$ cat src/rtl/serial_divider.sv
// Restoring unsigned divider: a 2*bits dividend divided by a bits-wide divisor,
// one quotient bit per clock, with ALU-style result flags.
module serial_divider #(
    parameter int bits = 16
) (
    input  logic              clk,
    input  logic              rst,
    input  logic              start,
    input  logic [2*bits-1:0] dividend,
    input  logic [bits-1:0]   divisor,
    output logic              busy,
    output logic              done,
    output logic [bits-1:0]   q,
    output logic [bits-1:0]   r,
    output logic              c,
    output logic              z,
    output logic              v,
    output logic              n,
    output logic              dz
);

    localparam int CW = $clog2(bits + 1);

    typedef enum logic [1:0] {IDLE, RUN, EXC, FIN} state_t;

    state_t          state_q, state_d;
    logic [CW-1:0]   count_q, count_d;
    logic [bits-1:0] rem_q, rem_d;
    logic [bits-1:0] shf_q, shf_d;
    logic [bits-1:0] div_q, div_d;
    logic            zero_cause_q, zero_cause_d;
    logic [bits-1:0] q_q, q_d, r_q, r_d;
    logic            c_q, c_d, z_q, z_d, v_q, v_d, n_q, n_d, dz_q, dz_d;

    logic [bits:0]   shifted;
    logic            no_borrow;
    logic [bits-1:0] rem_next;
    logic [bits-1:0] quo_next;

    // shf_q starts as the low dividend half and fills with quotient bits as those shift out
    always_comb begin
        shifted   = {rem_q, shf_q[bits-1]};
        no_borrow = (shifted >= {1'b0, div_q});
        rem_next  = no_borrow ? (shifted[bits-1:0] - div_q) : shifted[bits-1:0];
        quo_next  = {shf_q[bits-2:0], no_borrow};
    end

    always_comb begin
        state_d      = state_q;
        count_d      = count_q;
        rem_d        = rem_q;
        shf_d        = shf_q;
        div_d        = div_q;
        zero_cause_d = zero_cause_q;
        q_d          = q_q;
        r_d          = r_q;
        c_d          = c_q;
        z_d          = z_q;
        v_d          = v_q;
        n_d          = n_q;
        dz_d         = dz_q;

        case (state_q)
            IDLE: begin
                if (start) begin
                    div_d = divisor;
                    rem_d = dividend[2*bits-1:bits];
                    shf_d = dividend[bits-1:0];
                    if (divisor == '0) begin
                        zero_cause_d = 1'b1;
                        state_d      = EXC;
                    end else if (dividend[2*bits-1:bits] >= divisor) begin
                        zero_cause_d = 1'b0;
                        state_d      = EXC;
                    end else begin
                        count_d = CW'(bits);
                        state_d = RUN;
                    end
                end
            end
            RUN: begin
                rem_d   = rem_next;
                shf_d   = quo_next;
                count_d = count_q - 1'b1;
                if (count_q == CW'(1)) begin
                    state_d = FIN;
                    q_d     = quo_next;
                    r_d     = rem_next;
                    n_d     = quo_next[bits-1];
                    z_d     = (quo_next == '0);
                    v_d     = 1'b0;
                    c_d     = 1'b0;
                    dz_d    = 1'b0;
                end
            end
            EXC: begin
                state_d = FIN;
                dz_d    = zero_cause_q;
                v_d     = ~zero_cause_q;
                c_d     = 1'b0;
                n_d     = 1'b0;
                z_d     = 1'b0;
            end
            FIN: begin
                state_d = IDLE;
            end
            default: begin
                state_d = IDLE;
            end
        endcase
    end

    always_ff @(posedge clk or posedge rst) begin
        if (rst) begin
            state_q      <= IDLE;
            count_q      <= '0;
            rem_q        <= '0;
            shf_q        <= '0;
            div_q        <= '0;
            zero_cause_q <= 1'b0;
            q_q          <= '0;
            r_q          <= '0;
            c_q          <= 1'b0;
            z_q          <= 1'b0;
            v_q          <= 1'b0;
            n_q          <= 1'b0;
            dz_q         <= 1'b0;
        end else begin
            state_q      <= state_d;
            count_q      <= count_d;
            rem_q        <= rem_d;
            shf_q        <= shf_d;
            div_q        <= div_d;
            zero_cause_q <= zero_cause_d;
            q_q          <= q_d;
            r_q          <= r_d;
            c_q          <= c_d;
            z_q          <= z_d;
            v_q          <= v_d;
            n_q          <= n_d;
            dz_q         <= dz_d;
        end
    end

    assign busy = (state_q == RUN) || (state_q == EXC);
    assign done = (state_q == FIN);
    assign q    = q_q;
    assign r    = r_q;
    assign c    = c_q;
    assign z    = z_q;
    assign v    = v_q;
    assign n    = n_q;
    assign dz   = dz_q;

endmodule

$ cat config.mk
export PLATFORM = sky130hd
export DESIGN_NAME = serial_divider
export DESIGN_NICKNAME = d
export VERILOG_FILES = /design/src/rtl/serial_divider.sv
export SDC_FILE = /design/constraint.sdc
export NUM_CORES = 1
export LEC_CHECK = 0
export ABC_AREA = 1
export BUFFER_PORTS_ARGS = -buffer_cell sky130_fd_sc_hd__buf_2
export CAP_MARGIN = 20
export CORE_ASPECT_RATIO = 1.1
export CORE_MARGIN = 2
export CORE_UTILIZATION = 50
export CTS_CLUSTER_DIAMETER = 40
export CTS_CLUSTER_SIZE = 28
export DETAILED_ROUTE_END_ITERATION = 8
export GPL_TIMING_DRIVEN = 0
export HOLD_SLACK_MARGIN = 0.06
export PLACE_DENSITY = 0.74
export SKIP_LAST_GASP = 1
export SLEW_MARGIN = 30
export SYNTH_ARGS = -nofsm -noshare
export SYNTH_HDL_FRONTEND = slang
export SYNTH_SLANG_ARGS = --single-unit
$ cat constraint.sdc
create_clock -name clk -period 2.8 [get_ports clk]
set_clock_uncertainty 0.15 [all_clocks]
set_input_delay 0.42 -clock clk [delete_from_list [all_inputs] [get_ports clk]]
set_output_delay 0.42 -clock clk [all_outputs]
set_load 0.03 [all_outputs]
==> results.md, run 1 <==
Critical path:
- The stage delay of the slowest cell on the critical path is 400 ps.
- The maximum fanout count along the critical path is 10.
- For the worst setup path, the data required time is between 2000 and 3000 ps.
- The largest individual stage delay along the critical path comes from the cell sky130_fd_sc_hd__dfrtp_1.
- The data arrival at the endpoint of the critical path is 2510 ps.
- The buffer and inverter count on the worst path is 1.
- The critical path goes through ha_1 -> a21oi_1 -> o21ai_1 -> a31oi_4 -> nand2_8 -> buf_8 -> nand2_2 -> nand3_1 -> nand2_1 -> nand2_1.
- The critical path is of the reg2reg type.
- The type of element launching the critical path is a register.
- The most used cell along the critical path is sky130_fd_sc_hd__nand2_1.
- STA classifies the critical path endpoint as a register.
- The category of cells accounting for the largest share of critical-path delay is compound AO/OA/AOI/OAI gates.

Clock tree:
- The clock tree buffer depth is 2.
- The master cell of the clock root buffer is sky130_fd_sc_hd__clkbuf_16.
- The clock drives 92 sinks.
- The later pin in the worst-skew pair is clocked with a latency of 350 ps.
- The clock transition at the registers of the reported paths is roughly 70 ps.
- In this run the number of H-tree levels came out at 3.
- The buffer count from post-CTS setup fixing is 0.
- The CTS tree is yes.
- The number of clock buffers added by TritonCTS is 9.

Floorplan:
- For this design the top-level I/O count stands at 90.
- The starting density of the core is 0.513.
- The total number of placement rows is 41.
- The die height is roughly 120 um.
- The die is 107 um wide.
- The placeable core area is 11400 um^2.
- The total die area is approximately 13000 um^2.

Routing:
- The number of DRC markers in iteration 0 is 419.
- In the routed design, unresolved DRC markers number 0.
- The routed wirelength normalized by instance count is about 14 um.
- The post-route antenna net violation count is 0.
- The overall via count from detail_route is between 5000 and 6000.
- In the routed layout, each cell is associated on average with a via count of 5.11.
- Wires add up to 14700 um.
- The detailed-routing iteration count for the pre-antenna-repair pass is 5.

Global routing:
- The global-route total usage across every layer is 0.245.
- The first-pass GRT wire length is 24800 um.
- Entering global routing, the biggest net connects 28 pins.
- The number of global-route vias before repair is 5243.
- For this run the aggregate overflow at the end of global routing stands at 0.
- The initial antenna violation count is 0.

STA:
- Setup repair after global routing left no endpoint under its margin.
- The period utilization is 0.861.
- The achievable frequency is 0.415 GHz.
- The worst setup slack after layout is 388 ps.
- For the pin with the worst max-slew slack, the measured transition is ~540 ps.
- The final sum of negative setup slack is 0 ps.
- The total count of hold-check failures in the final report is 0.
- The count of final setup violators is 0.
- The final number of max-transition violations is 0.
- In this run the tightest slew margin relative to its limit is 0.638.
- The worst path needs 2410 ps of the cycle, external delays included.

Synthesis:
- The number of warning messages in the yosys log is 0.
- The share of synthesized area in the top cell type comes to 0.393.
- The total standard cell area after synthesis is just under 6000 um^2.
- The primary flip-flop cell chosen by synthesis mapping is sky130_fd_sc_hd__dfrtp_1.
- The net count of the mapped netlist is 921.
- Of the synthesized area, sequential elements account for 0.393.
- A synthesized cell averages between 7 and 8 um^2.
- Of all flip-flops after synthesis, the portion carrying an async set or reset was 1.00.
- The xor-xnor portion of the synthesized cell area is 0.0119.
- The mux share of post-synthesis cell area is 0.
- The largest area contributor in the synthesized netlist is sky130_fd_sc_hd__dfrtp_1.
- The count of different cell masters after synthesis is 35.
- The register bit count reported by yosys is 92.
- The combinational family with the most area after synthesis is simple AND/OR/NAND/NOR gates.
- The synthesized-area fraction occupied by ao, oa, aoi and oai cells is 0.0870.
- Of the total synthesized cell area, the portion taken by AND, OR, NAND and NOR gates is 0.324.
- Sorting the synthesized cells by area gives the leading types as sky130_fd_sc_hd__dfrtp_1 39%, sky130_fd_sc_hd__nand2_1 19%, sky130_fd_sc_hd__ha_1 8.3%.
- In the synthesized netlist, the number of instances is slightly above 800.
- The number of flops mapped to enable cells by yosys is 0.
- Of the total synthesized cell area, the portion taken by full adders, half adders and majority gates is 0.0866.

Placed design:
- The number of placed instances, taps included, is 1071.
- The count of buffers added on input and output ports is 88.
- The congestion estimate from routability-driven global placement came to 0.962.
- The worst-case setup slack after placement is around 420 ps.
- Summed over all nets, the half-perimeter wirelength after detailed placement is about 11000 um.

Final layout:
- In the layout the commonest cells are 302 x sky130_fd_sc_hd__nand2_1, 112 x sky130_fd_sc_hd__inv_1, 97 x sky130_fd_sc_hd__buf_2.
- The repair_antennas step left the layout with diodes totalling 0.
- The area added between synthesis and finish is 17.0%.
- The most common cell after layout, fill and taps aside is sky130_fd_sc_hd__nand2_1.
- In the final layout, the share of cells above drive strength 1 is 0.150.
- The number of nets in the finished design is around 1000.
- Once layout is complete, the cells apart from fillers number 1088.

Job:
- Max-cap violations in this run came to 0.

Pwr:
- The static leakage is between 0.003 and 0.004 uW.
- In this run the power density over the cells is 1390 nW/um^2.
- The highest ir drop seen on vdd is 0.000517 V.

Status:
- The run finished with clean final reports.

Hold path:
- The tightest min-delay check is of the in2reg type.
==> repair_timing <==
action	CTS	global route
gates resized for setup	0	0
endpoints found under the hold margin	20	0
hold buffers	1	0
==> state kept, by name, summed over array words and instances (netlist names) <==
name          count
div_q            16
q                16
r                16
rem_q            16
shf_q            16
count_q           5
state_q           2
dz                1
n                 1
v                 1
z                 1
zero_cause_q      1
==> layer usage <==
| metal | routed length, um | part of all wire | global-route usage | up-vias |
|---|---|---|---|---|
| li1 | - | - | - | 2826 |
| met1 | 7000 | 0.48 | 0.354 | 2544 |
| met2 | 6620 | 0.45 | 0.382 | 166 |
| met3 | 809 | 0.055 | 0.0288 | 24 |
| met4 | 280 | 0.019 | 0.0844 | 0 |
| met5 | 0 | 0 | 0 | - |
==> Yosys cell counts, types with 6 or more instances <==
library cell	number
sky130_fd_sc_hd__nand2_1	302
sky130_fd_sc_hd__inv_1	113
sky130_fd_sc_hd__dfrtp_1	92
sky130_fd_sc_hd__nand3_1	60
sky130_fd_sc_hd__nor2_1	60
sky130_fd_sc_hd__o21ai_0	50
sky130_fd_sc_hd__ha_1	39
sky130_fd_sc_hd__a21oi_1	15
sky130_fd_sc_hd__clkbuf_1	15
sky130_fd_sc_hd__o211ai_1	15
sky130_fd_sc_hd__nand4_1	12
sky130_fd_sc_hd__buf_2	9
sky130_fd_sc_hd__nand2_2	9
sky130_fd_sc_hd__o21ai_1	6
==> worst paths after layout <==
check | start | depth (start not counted) | slack (ps) | end
max in group asynchronous | rst | 5 | 1310 | count_q[0]$_DFFE_PP0P_
worst min register to register | q[15]$_DFFE_PP0P_ | 2 | 320 | q[15]$_DFFE_PP0P_
worst min-delay path | dividend[9] | 3 | 160 | shf_q[9]$_DFFE_PP0P_
min in group asynchronous | rst | 3 | 520 | r[3]$_DFFE_PP0P_
worst max register to register | rem_q[13]$_DFFE_PP0P_ | 10 | 390 | rem_q[10]$_DFFE_PP0P_
worst max-delay path | rem_q[13]$_DFFE_PP0P_ | 10 | 390 | rem_q[10]$_DFFE_PP0P_
==> kinds of logic (layout without fill, tap and decap cells) <==
family	Yosys count	after routing
simple gates	456	456
xor+xnor	8	8
other cells	1	1
compound gates	90	90
buf+inv	143	251
flops	92	92
fa+ha+maj	40	40
==> stage by stage <==
stage                      util  cell area (um^2)  hold slack (ps)  power (uW)
final                     0.600              6860              159        9540
after global routing      0.600              6860              174       10500
after CTS                 0.600              6860              158        9500
after detailed placement  0.574              6560              309        8280
after global placement    0.568              6500              303        8170
after floorplan               -              5870              303        6820
==> power breakdown <==
group	total (uW)	internal, uW	switching, uW
registers	2280	1930	344
clock network	1180	616	569
logic	6070	2000	4070
==> worst register-to-register path, delay by kind of cell (launching register included) <==
| family | cells | cell delay (ps) |
|---|---|---|
| adders and majority gates | 1 | 380 |
| buffers and inverters | 1 | 180 |
| and+or+nand+nor | 5 | 440 |
| AOI/OAI and AO/OA | 3 | 760 |
| DFF | 1 | 400 |
==> area by class of cell <==
cell class,instances,area (um^2)
timing repair buffer,92,518
multi-input combinational,595,2990
inverter,115,435
sequential,92,2300
buffer,28,139
fill,1110,4580
clock buffer,9,225
tap,150,188
clock inverter,7,61.3
No activity file was read; power rests on OpenSTA's default activity.
==> run 2, diff against run 1 <==
--- a/config.mk
+++ b/config.mk
@@ -16,6 +16,7 @@
 export DETAILED_ROUTE_END_ITERATION = 8
 export GPL_TIMING_DRIVEN = 0
 export HOLD_SLACK_MARGIN = 0.06
+export MAX_ROUTING_LAYER = met4
 export PLACE_DENSITY = 0.74
 export SKIP_LAST_GASP = 1
 export SLEW_MARGIN = 30
==> constraint.sdc (replaced) <==
create_clock -name clk -period 2.8 [get_ports clk]
set_clock_uncertainty 0.15 [all_clocks]
set_input_delay 0.42 -clock clk [delete_from_list [all_inputs] [get_ports clk]]
set_output_delay 0.42 -clock clk [all_outputs]
set_load 0.01 [all_outputs]
==> results.md, run 2 (synthesis gave the netlist of run 1 again) <==
Status:
- The run finished with clean final reports.

Floorplan:
- The region available for standard cell placement spans 11400 um^2.
- The die width is 107 um.
- For this configuration, the core starts out at a cell density of 0.513.
- The total number of placement rows is approximately 40.
- The total die area is 12600 um^2.
- The die height is 118 um.
- The number of ports placed on the die boundary is 90.

STA:
- The count of final setup violators is 0.
- The period utilization is 0.879.
- Headroom to the max-slew limit came out at 0.655.
- Derived from the worst setup path, the maximum achievable clock frequency is 0.406 GHz.
- The smallest clock period supported by the final layout is computed as 2460 ps.
- For the pin with the worst max-slew slack, the measured transition is approximately 520 ps.
- The final number of max-transition violations is 0.
- After layout, the worst setup slack is 338 ps.
- Setup repair after global routing left no endpoint under its margin.
- The total count of hold-check failures in the final report is 0.
- Adding up every negative setup slack in the final design gives 0 ps.

Critical path:
- The slack of the worst reg-to-reg path is 340 ps.
- For the worst flop-to-flop path, the logic depth is 14.
- STA puts the critical path data arrival time at between 2000 and 3000 ps.
- In this run the worst setup path terminates at rem_q[10]$_DFFE_PP0P_.
- The data required time of the worst path is 2890 ps.
- In this run the critical register-to-register path is captured at rem_q[10]$_DFFE_PP0P_.
- STA classifies the critical path endpoint as a register.
- The setup path with the least slack is of type reg2reg.
- The most critical setup path has its startpoint at rem_q[10]$_DFFE_PP0P_.
- The type of element launching the critical path is a register.
- The startpoint identified for the worst register-to-register timing path is rem_q[10]$_DFFE_PP0P_.
- In this run the worst path has a maximum fanout of 10.

Routing:
- The post-route antenna net violation count is 0.
- After the first detailed-routing iteration, the DRC count stood at 370.
- The pre-antenna-repair detailed-routing pass consisted of 5 iterations.
- The residual DRC count is 0.
- The overall via count from detail_route is 5564.
- The routed design has 14700 um of wire.
- The number of vias per cell is 5.11.
- The routed wirelength normalized by instance count is 13.5 um.

Clock tree:
- The buffer count from post-CTS setup fixing is 0.
- The hold-fix buffer count after cts is 1.
- The CTS tree is yes.
- After clock tree synthesis, the repair step resized 0 gates.
- Clock-pin slew was measured on the worst setup and hold paths at 70 ps.
- CTS built an H-tree with a depth of 3.
- The tree built by TritonCTS fans out to 92 sinks.
- TritonCTS created 9 clock buffers.
- The tree is rooted in a sky130_fd_sc_hd__clkbuf_16.
- The clock tree buffer depth is 2.
- For the worst-skew pair, the clock arrives at the later sink with an insertion delay of ~350 ps.

Pwr:
- Dividing total power by cell area gives a power density of 1340 nW/um^2.
- Across the VDD grid, the largest voltage drop is 0.000532 V.
- The static leakage is 0.00392 uW.

Final layout:
- Of the cells placed in the final design, the portion with a size suffix greater than 1 is 0.151.
- In the layout the commonest cells are 302 x sky130_fd_sc_hd__nand2_1, 112 x sky130_fd_sc_hd__inv_1, 97 x sky130_fd_sc_hd__buf_2.
- The number of antenna diodes in the final layout is 0.
- Summing all non-filler instances in the final layout gives an area of 6900 um^2.
- The area added between synthesis and finish is 17.7%.
- At the end of the flow, the number of nets in the layout was 1025.
- The most common cell after layout, fill and taps aside is sky130_fd_sc_hd__nand2_1.

Global routing:
- The global-route total usage across every layer is 0.250.
- The busiest layer in global routing is met2.
- The met3 track demand over resource is 0.0260.
- The number of global-route vias before repair was about 5200.
- In the global route stage, met1 resource usage came out at 0.353.
- The total overflow left after global routing is 0.
- Entering global routing, the biggest net connects 30 pins.
- For met2 alone, demand over resource in global routing was 0.372.
- The first global-routing pass estimated 24500 um of wire.
- The initial antenna violation count is 0.

Placed design:
- The detailed placement HPWL is between 10000 and 15000 um.
- In this run the cell area measured after placement is 6600 um^2.
- OpenSTA, run right after detailed placement, puts the worst setup slack at approximately 400 ps.
- Input and output buffers added on the ports amount to 88.
- The congestion estimate from routability-driven global placement came to between 0.9 and 1.

Hold path:
- In this run the most critical hold path is launched from dividend[6].
- The kind of path behind the tightest hold check is in2reg.

Job:
- The count of maximum capacitance violations is 0.
run 2: changes by cell type in the layout (fill, tap and decap cells not counted), sizes merged:
cell / previous run / this run
buf: 104 / 105
clkinv: 5 / 2
clkinvlp: 1 / 2
inv: 116 / 118
run 2: worst max-delay path, cell delays in order, from the launching register on:
cell and delay [ps]:
sky130_fd_sc_hd__dfrtp_1 430, sky130_fd_sc_hd__ha_1 380, sky130_fd_sc_hd__nand2_1 140, sky130_fd_sc_hd__inv_1 50, sky130_fd_sc_hd__nand2_1 60, sky130_fd_sc_hd__nand2_1 50, sky130_fd_sc_hd__a21oi_1 220, sky130_fd_sc_hd__nand2_2 110
sky130_fd_sc_hd__nand2_4 160, sky130_fd_sc_hd__nand2_8 110, sky130_fd_sc_hd__buf_8 180, sky130_fd_sc_hd__nand2_2 60, sky130_fd_sc_hd__nand3_1 110, sky130_fd_sc_hd__nand2_1 90, sky130_fd_sc_hd__nand2_1 40
run 2: per-stage QoR:
stage,total power [uW],hold slack (ps),utilization,instances
4_1_cts,9190,154,0.603,1089
6_report,9210,161,0.603,1089
2_1_floorplan,6470,303,-,830
5_1_grt,10100,173,0.603,1089
3_3_place_gp,7820,303,0.568,1068
3_5_place_dp,7940,223,0.577,1072
run 2: area by class of cell:
cell class / instances / area (um^2)
sequential: 92 / 2300
multi-input combinational: 595 / 2990
clock inverter: 7 / 66.3
inverter: 115 / 435
buffer: 28 / 139
clock buffer: 9 / 225
fill: 1103 / 4540
timing repair buffer: 93 / 553
tap: 150 / 188
run 2: worst min path at each step:
stage | slack [ps] | cells past startpoint | to
CTS | 150 | 3 | shf_q[1]$_DFFE_PP0P_
global route | 170 | 3 | shf_q[14]$_DFFE_PP0P_
global placement | 300 | 2 | q[15]$_DFFE_PP0P_
finish | 160 | 3 | shf_q[6]$_DFFE_PP0P_
floorplan | 300 | 2 | div_q[10]$_DFFE_PP0P_
detailed placement | 220 | 2 | r[6]$_DFFE_PP0P_
run 2: power by group:
group / leakage, uW / switching (uW) / internal, uW
Clock: 0.000143 / 570 / 627
Sequential: 0.00117 / 352 / 1930
Combinational: 0.00261 / 3730 / 2000
run 2: per-layer routing:
| metal | wire length [um] | part of all wire |
|---|---|---|
| met5 | 0 | 0 |
| met4 | 335 | 0.023 |
| met3 | 644 | 0.044 |
| met2 | 6600 | 0.45 |
| met1 | 7100 | 0.48 |
